===== config.mk =====
export PLATFORM = sky130hd
export DESIGN_NAME = gph_sum_resolver
export DESIGN_NICKNAME = d
export VERILOG_FILES = /design/src/rtl/adder_pkg.sv /design/src/rtl/prefix_carry_net.sv /design/src/rtl/gph_sum_resolver.sv
export SDC_FILE = /design/constraint.sdc
export NUM_CORES = 1
export LEC_CHECK = 0
export BUFFER_PORTS_ARGS = -buffer_cell sky130_fd_sc_hd__buf_2
export CAP_MARGIN = 10
export CELL_PAD_IN_SITES_DETAIL_PLACEMENT = 0
export CELL_PAD_IN_SITES_GLOBAL_PLACEMENT = 1
export CORE_UTILIZATION = 34
export CTS_CLUSTER_SIZE = 40
export DETAILED_ROUTE_END_ITERATION = 16
export GPL_ROUTABILITY_DRIVEN = 1
export GPL_TIMING_DRIVEN = 0
export PLACE_DENSITY_LB_ADDON = 0.1
export SETUP_SLACK_MARGIN = 0.4
export SYNTH_ARGS = -nofsm -noshare
export SYNTH_HDL_FRONTEND = slang
export SYNTH_SLANG_ARGS = --single-unit

===== constraint.sdc =====
create_clock -name clk -period 1.4 [get_ports clk]
set_clock_uncertainty 0.2 [all_clocks]
set_input_delay 0.28 -clock clk [delete_from_list [all_inputs] [get_ports clk]]
set_output_delay 0.28 -clock clk [all_outputs]
set_load 0.03 [all_outputs]

===== src/rtl/adder_pkg.sv =====
// Shared constants and helpers for the g/p/h adder datapath.
package adder_pkg;

  localparam int WIDTH_DEFAULT = 6;

  // Only these {g,p,h} codes can come from a real x/y bit pair.
  localparam logic [2:0] GPH_ZERO = 3'b000;  // x=0, y=0
  localparam logic [2:0] GPH_PROP = 3'b011;  // exactly one of x, y set
  localparam logic [2:0] GPH_GEN  = 3'b110;  // x=1, y=1

  function automatic logic gph_legal(input logic g, input logic p, input logic h);
    logic [2:0] code;
    code = {g, p, h};
    return (code == GPH_ZERO) || (code == GPH_PROP) || (code == GPH_GEN);
  endfunction

endpackage


===== src/rtl/prefix_carry_net.sv =====
// Kogge-Stone carry network: (g, p, cin) -> c[WIDTH:1] in log2(WIDTH) levels.
// p is the OR-propagate; it is still correct for carry resolution.
module prefix_carry_net
  import adder_pkg::*;
#(
  parameter int WIDTH = WIDTH_DEFAULT
) (
  input  logic [WIDTH-1:0] g,
  input  logic [WIDTH-1:0] p,
  input  logic             cin,
  output logic [WIDTH:1]   c
);

  localparam int LEVELS = (WIDTH > 1) ? $clog2(WIDTH) : 1;

  // gl[k][i] / pl[k][i]: group generate/propagate over bits [i : i-2^k+1]
  logic [LEVELS:0][WIDTH-1:0] gl;
  logic [LEVELS:0][WIDTH-1:0] pl;

  assign gl[0] = g;
  assign pl[0] = p;

  for (genvar lv = 0; lv < LEVELS; lv++) begin : g_lvl
    for (genvar i = 0; i < WIDTH; i++) begin : g_bit
      if (i >= (1 << lv)) begin : g_cmb
        assign gl[lv+1][i] = gl[lv][i] | (pl[lv][i] & gl[lv][i-(1<<lv)]);
        assign pl[lv+1][i] = pl[lv][i] & pl[lv][i-(1<<lv)];
      end else begin : g_pass
        assign gl[lv+1][i] = gl[lv][i];
        assign pl[lv+1][i] = pl[lv][i];
      end
    end
  end

  // After the last level every group spans [i:0]; fold cin in once at the end.
  for (genvar i = 0; i < WIDTH; i++) begin : g_cout
    assign c[i+1] = gl[LEVELS][i] | (pl[LEVELS][i] & cin);
  end

endmodule


===== src/rtl/gph_sum_resolver.sv =====
// Two-stage valid/ready pipeline: carries resolved in s1, sum/cout/ovf in s2.
// Also flags (sticky) any illegal {g,p,h} code on an accepted beat.
module gph_sum_resolver
  import adder_pkg::*;
#(
  parameter int WIDTH = WIDTH_DEFAULT
) (
  input  logic             clk,
  input  logic             rst_n,
  input  logic             in_valid,
  output logic             in_ready,
  input  logic [WIDTH-1:0] g,
  input  logic [WIDTH-1:0] p,
  input  logic [WIDTH-1:0] h,
  input  logic             cin,
  output logic             out_valid,
  input  logic             out_ready,
  output logic [WIDTH-1:0] sum,
  output logic             cout,
  output logic             ovf,
  output logic             err
);

  localparam int STAGES = 2;

  logic [STAGES:1] vld_pipe;
  logic            s1_load;
  logic            s2_load;
  logic [WIDTH-1:0] h_s1;
  logic             cin_s1;
  logic [WIDTH:1]   c_s1;
  logic [WIDTH:1]   c_nxt;
  logic [WIDTH:0]   c_full;
  logic             illegal;

  prefix_carry_net #(.WIDTH(WIDTH)) u_pcn (
    .g   (g),
    .p   (p),
    .cin (cin),
    .c   (c_nxt)
  );

  // Handshake: empty s2 always takes s1; in_ready follows out_ready combinationally.
  always_comb begin
    s2_load  = vld_pipe[1] & (~vld_pipe[2] | out_ready);
    in_ready = ~vld_pipe[1] | s2_load;
    s1_load  = in_valid & in_ready;
  end

  // Any bit with a code outside {000, 011, 110} is illegal.
  always_comb begin
    illegal = 1'b0;
    for (int i = 0; i < WIDTH; i++) begin
      if (!gph_legal(g[i], p[i], h[i])) illegal = 1'b1;
    end
  end

  // Stage valid bits.
  always_ff @(posedge clk or negedge rst_n) begin
    if (!rst_n) begin
      vld_pipe <= '0;
    end else begin
      if (s1_load)      vld_pipe[1] <= 1'b1;
      else if (s2_load) vld_pipe[1] <= 1'b0;
      if (s2_load)        vld_pipe[2] <= 1'b1;
      else if (out_ready) vld_pipe[2] <= 1'b0;
    end
  end

  // Stage 1: carries plus the operands still needed for the sum.
  always_ff @(posedge clk or negedge rst_n) begin
    if (!rst_n) begin
      h_s1   <= '0;
      cin_s1 <= 1'b0;
      c_s1   <= '0;
    end else if (s1_load) begin
      h_s1   <= h;
      cin_s1 <= cin;
      c_s1   <= c_nxt;
    end
  end

  assign c_full = {c_s1, cin_s1};

  // Stage 2: result register, held while downstream stalls.
  always_ff @(posedge clk or negedge rst_n) begin
    if (!rst_n) begin
      sum  <= '0;
      cout <= 1'b0;
      ovf  <= 1'b0;
    end else if (s2_load) begin
      sum  <= h_s1 ^ c_full[WIDTH-1:0];
      cout <= c_full[WIDTH];
      ovf  <= c_full[WIDTH] ^ c_full[WIDTH-1];
    end
  end

  // Sticky error, evaluated only on accepted beats.
  always_ff @(posedge clk or negedge rst_n) begin
    if (!rst_n)                  err <= 1'b0;
    else if (s1_load && illegal) err <= 1'b1;
  end

  assign out_valid = vld_pipe[2];

endmodule

== Word level (Yosys, flattened, before mapping) ==
Index checks and enable logic that the tools add are counted.

* Register bits after elaboration: 24
* Input port bits: 23
* Output and inout bits: 11

* Equality and inequality tests: 12
* Mux-type cells: 10
* Bitwise gates (word level): 53
* Reduce and logical (&&, ||, !) cells: 21

{| class="wikitable"
|+ Operator list
! kind !! number
|-
| 1-bit AND || 30
|-
| 1-bit OR || 19
|-
| 3-bit by 2-bit == test with 1-bit output, second input constant || 6
|-
| 3-bit == test, second input constant || 6
|-
| 3-bit logical NOT || 6
|-
| 1-bit logical OR || 12
|-
| 1-bit two-way mux || 10
|-
| 6-bit XOR || 1
|-
| 2-bit nonzero test || 2
|-
| 1-bit inverter || 2
|-
| 1-bit logical AND || 1
|-
| 1-bit XOR || 1
|}

== Logic depth before layout (Yosys ltp) ==
* Word-level depth: 10
* Gate-level depth with buffers: 5
* Depth with buffers taken out: 4

== Cells and area by module ==
From an unflattened synthesis, not the netlist that was laid out.

* Cells, all modules: 101
* Area total of the unflattened synthesis: 1216.2 um^2

{| class="wikitable"
|+ By module, submodules not included
! module !! instances !! cells an instance !! area each (um^2)
|-
| gph_sum_resolver || 1 || 91 || 1143.6
|-
| prefix_carry_net || 1 || 10 || 72.6
|}

== Worst setup path after synthesis ==
Ideal clock, no wire load.

* Kind: register to register
* From: register vld_pipe[2] (netlist name)
* To: register h_s1[4]
* Library setup time: 0.125 ns
* Arrival: 1.364 ns
* Setup slack: -0.289 ns
* Stages on the path, launching flop included: 5
* Path buffers: 1
* Period minus slack after synthesis: 1.689 ns
* Cell sequence: dfrtp_1 nand3b_4 nand2_4 buf_6 mux2_4

* Cells in the longest elaborated chain, start to end: 5

{| class="wikitable"
|+ Ends and longest elaborated chain
! item !! RTL line !! text
|-
| start: declaration || gph_sum_resolver.sv:26 || <nowiki>logic [STAGES:1] vld_pipe;</nowiki>
|-
| 1-bit inverter || gph_sum_resolver.sv:45 || <nowiki>s2_load = vld_pipe[1] & (~vld_pipe[2] | out_ready);</nowiki>
|-
| 1-bit OR || gph_sum_resolver.sv:45 ||
|-
| 1-bit AND || gph_sum_resolver.sv:45 ||
|-
| 1-bit OR || gph_sum_resolver.sv:46 || <nowiki>in_ready = ~vld_pipe[1] | s2_load;</nowiki>
|-
| net in_ready || gph_sum_resolver.sv:11 || <nowiki>output logic in_ready,</nowiki>
|-
| 1-bit AND || gph_sum_resolver.sv:47 || <nowiki>s1_load = in_valid & in_ready;</nowiki>
|-
| end signal: assignment || gph_sum_resolver.sv:77 || <nowiki>h_s1 <= h;</nowiki>
|-
| end: declaration || gph_sum_resolver.sv:29 || <nowiki>logic [WIDTH-1:0] h_s1;</nowiki>
|}

The timed path passes the listed nets, and every way through them passes these cells.
A chain may end at the register's enable or synchronous reset.

== Worst setup path after layout ==
* From: register vld_pipe[2] (netlist name)
* To: output port in_ready

* Cells in the longest elaborated chain, start to end: 4

{| class="wikitable"
|+ Ends and longest elaborated chain
! item !! RTL line
|-
| 1-bit inverter || gph_sum_resolver.sv:45
|-
| 1-bit OR || gph_sum_resolver.sv:45
|-
| 1-bit AND || gph_sum_resolver.sv:45
|-
| 1-bit OR || gph_sum_resolver.sv:46
|-
| end: declaration || gph_sum_resolver.sv:11
|}

No other way between the ends.

==> results.cfg <==
[logic_synthesis]
synth_cell_type_count = 26
syn_area_per_cell_um2 = 10.7
netlist_instances = 109
syn_nets = 132
netlist_area_um2 = 1170
ys.flop_type = dfrtp_1
yosys_warnings = 0
seq_area_frac_synth = 0.514
synth_top_area_share = 0.514
ys_seq_elements = 24
yosys.area.top_type = dfrtp_1
synth-edff-count = 0
synth_area_leaders = dfrtp_1 (51%), xnor2_1 (8.2%), mux2_2 (7.7%)
netlist_top_cells_count = dfrtp_1 (24), nand2_1 (14), o21ai_0 (13)
synth_most_common_cell = dfrtp_1
async_flop_share = 1.00

[global_routing]
grt_pass1_vias = 901
grt_pass1_wl_um = 4200
grt_use_total = 0.162
overflow = 0
antenna_found_initial = 0
grt_max_degree = 25

[timing]
finalHoldViolCount = 24
min_period_over_period = 1.08
worstMarginPinSlew_ns = 0.536
hold_slack_ns = -0.284
setup_viol = 15
slew_headroom = 0.638
final_max_slew_viol_count = 0
rsz0062_at_grt = true
worst_slack_ns = -0.114
final.min_clock_period_ns = 1.51
max_freq_ghz = 0.661

[routing]
wl_per_cell_um = 12.5
wl_um = 2630
ant_nets = 0
vias = 973
drt_iter0_markers = 32
drt-pass1-iter-count = 4
drcViolationCount = 0
via_per_inst = 4.61

[die]
ios = 34
die_w_um = 60.6
start_util = 0.371
core_area_um2 = 3150
die_h_um = 60.6
die_area_um2 = 3680
row_count = 20

[worst_setup_path]
slowest_stage = dfrtp_2
worstPathCellList = nand3b_4, buf_6
critPathMaxFanout = 3
worstSetupPathType = flop to output pin
crit_buf_inv = 1
cp.arrival_ns = 1.03
setup.worst_path.end_class = output pin
worstPathRequired_ns = 0.92
startpoint_type = flop
crit_family = flip-flops
reg2reg_depth = 5
cp.depth = 2
slowest_delay_ns = 0.46

[cells_and_area]
antenna_cells = 0
syn2layout_area_growth_pct = 56.6
seqCellArea_um2 = 602
multi_input_area_um2 = 623
num-fill-cells = 299
drive_gt1_frac = 0.503
stdcell_area_um2 = 1830
fin_util = 0.581
nets = 191

[clock_network]
htree_num_levels = 1
cts-buffers-inserted = 3
clk_pin_slew_ns = 0.14
clockBufferDepth = 2
clock_sinks = 24
cts_tree = built
cts_root_buf = clkbuf_4
clock_latency_ns = 0.32

[min_path]
hold_class = input pin to asynchronous set/reset pin

[power_and_ir_drop]
ir_drop_mv = 0.394
power.leakage_nw = 0.864
power_density_nw_per_um2 = 1240
power.total_mw = 2.27

[flow_run]
maxCapViolCount = 0

[run_status]
status = complete, but fails checks
failed_checks = negative hold slack, negative setup slack

[place]
place_hpwl_um = 1790
placed_cell_area_um2 = 1400
gp_congestion = 0.697
portBuffers = 33
[what timing repair did]
| action | in CTS | in global routing |
|---|---|---|
| gates resized for setup | 41 | 13 |
| setup endpoints to repair | 33 | 35 |
| cloned | 0 | 1 |
| endpoints found under the hold margin | 24 | 24 |
| buffers inserted | 16 | 4 |
| pin swaps | 3 | 2 |
[cells in the final DEF, fill, tap and decap left out, types with 2 or more instances in the layout]
master and instances:
o22ai_1 2, xnor2_1 11, buf_6 19, nor3_1 2
buf_4 10, buf_12 3, xor2_1 2, dfrtp_1 23
mux2_4 9, nand2_2 3, nand2b_1 5, nor2_1 2
nand2b_4 2, nand2_1 10, inv_1 5, buf_2 23
o21ai_1 9, clkbuf_4 3, a21oi_2 2, a21oi_1 3
o21ai_2 3, o21ai_0 2
[kinds of logic (layout without fill, tap and decap cells)]
family	after synthesis	in the layout	synth area share
compound gates	24	24	0.115
flops	24	24	0.514
buf+inv	7	65	0.0300
xor+xnor	13	13	0.0974
simple gates	31	31	0.146
mux	10	10	0.0985
[metal layers]
| layer | GRT usage | vias to the layer above | share of wire |
|---|---|---|---|
| li1 | - | 491 | - |
| met1 | 0.220 | 453 | 0.48 |
| met2 | 0.256 | 25 | 0.47 |
| met3 | 0.0213 | 4 | 0.031 |
| met4 | 0.0779 | 0 | 0.018 |
| met5 | 0 | - | 0 |
[metrics by stage]
step	setup TNS, ns	setup WS (ns)	cells	hold slack, ns
detailed placement	-0.688	-0.250	186	0.0966
CTS	-0.784	-0.118	206	-0.268
floorplan	-0.642	-0.149	109	-0.216
global placement	-0.621	-0.233	186	0.0901
finish	-1.06	-0.114	211	-0.284
global route	-1.91	-0.166	211	-0.259
[area by class of cell]
class | instances | share of cell area
Clock buffer | 3 | 0.0123
Timing Repair Buffer | 54 | 0.247
Tap cell | 44 | 0.0301
Inverter | 5 | 0.0103
Buffer | 2 | 0.0144
Sequential cell | 24 | 0.329
Clock inverter | 1 | 0.0164
Multi-Input combinational cell | 78 | 0.340
[report_power, final]
group	total (mW)	switching, mW	leakage, nW	internal [mW]
clock	0.504	0.215	0.0279	0.290
sequential	0.920	0.0979	0.277	0.822
combinational	0.847	0.388	0.559	0.459
[worst paths after layout]
path                                          from                 endpoint  slack [ns]
setup / recovery           vld_pipe[2]$_DFFE_PN0P_                 in_ready       -0.11
hold / removal                               rst_n       sum[5]$_DFFE_PN0P_       -0.28
setup reg to reg           vld_pipe[2]$_DFFE_PN0P_      h_s1[4]$_DFFE_PN0P_       -0.10
hold reg to reg                 sum[5]$_DFFE_PN0P_       sum[5]$_DFFE_PN0P_        0.32
max in group asynchronous                    rst_n  vld_pipe[2]$_DFFE_PN0P_        0.89
min in group clk                              h[3]      h_s1[3]$_DFFE_PN0P_        0.02
[sequential cells by signal, summed over array words and instances (netlist names)]
signal / cells
c_s1: 6
h_s1: 6
sum: 6
vld_pipe: 2
cin_s1: 1
cout: 1
err: 1
ovf: 1
Power figures use the tool's default switching activity.
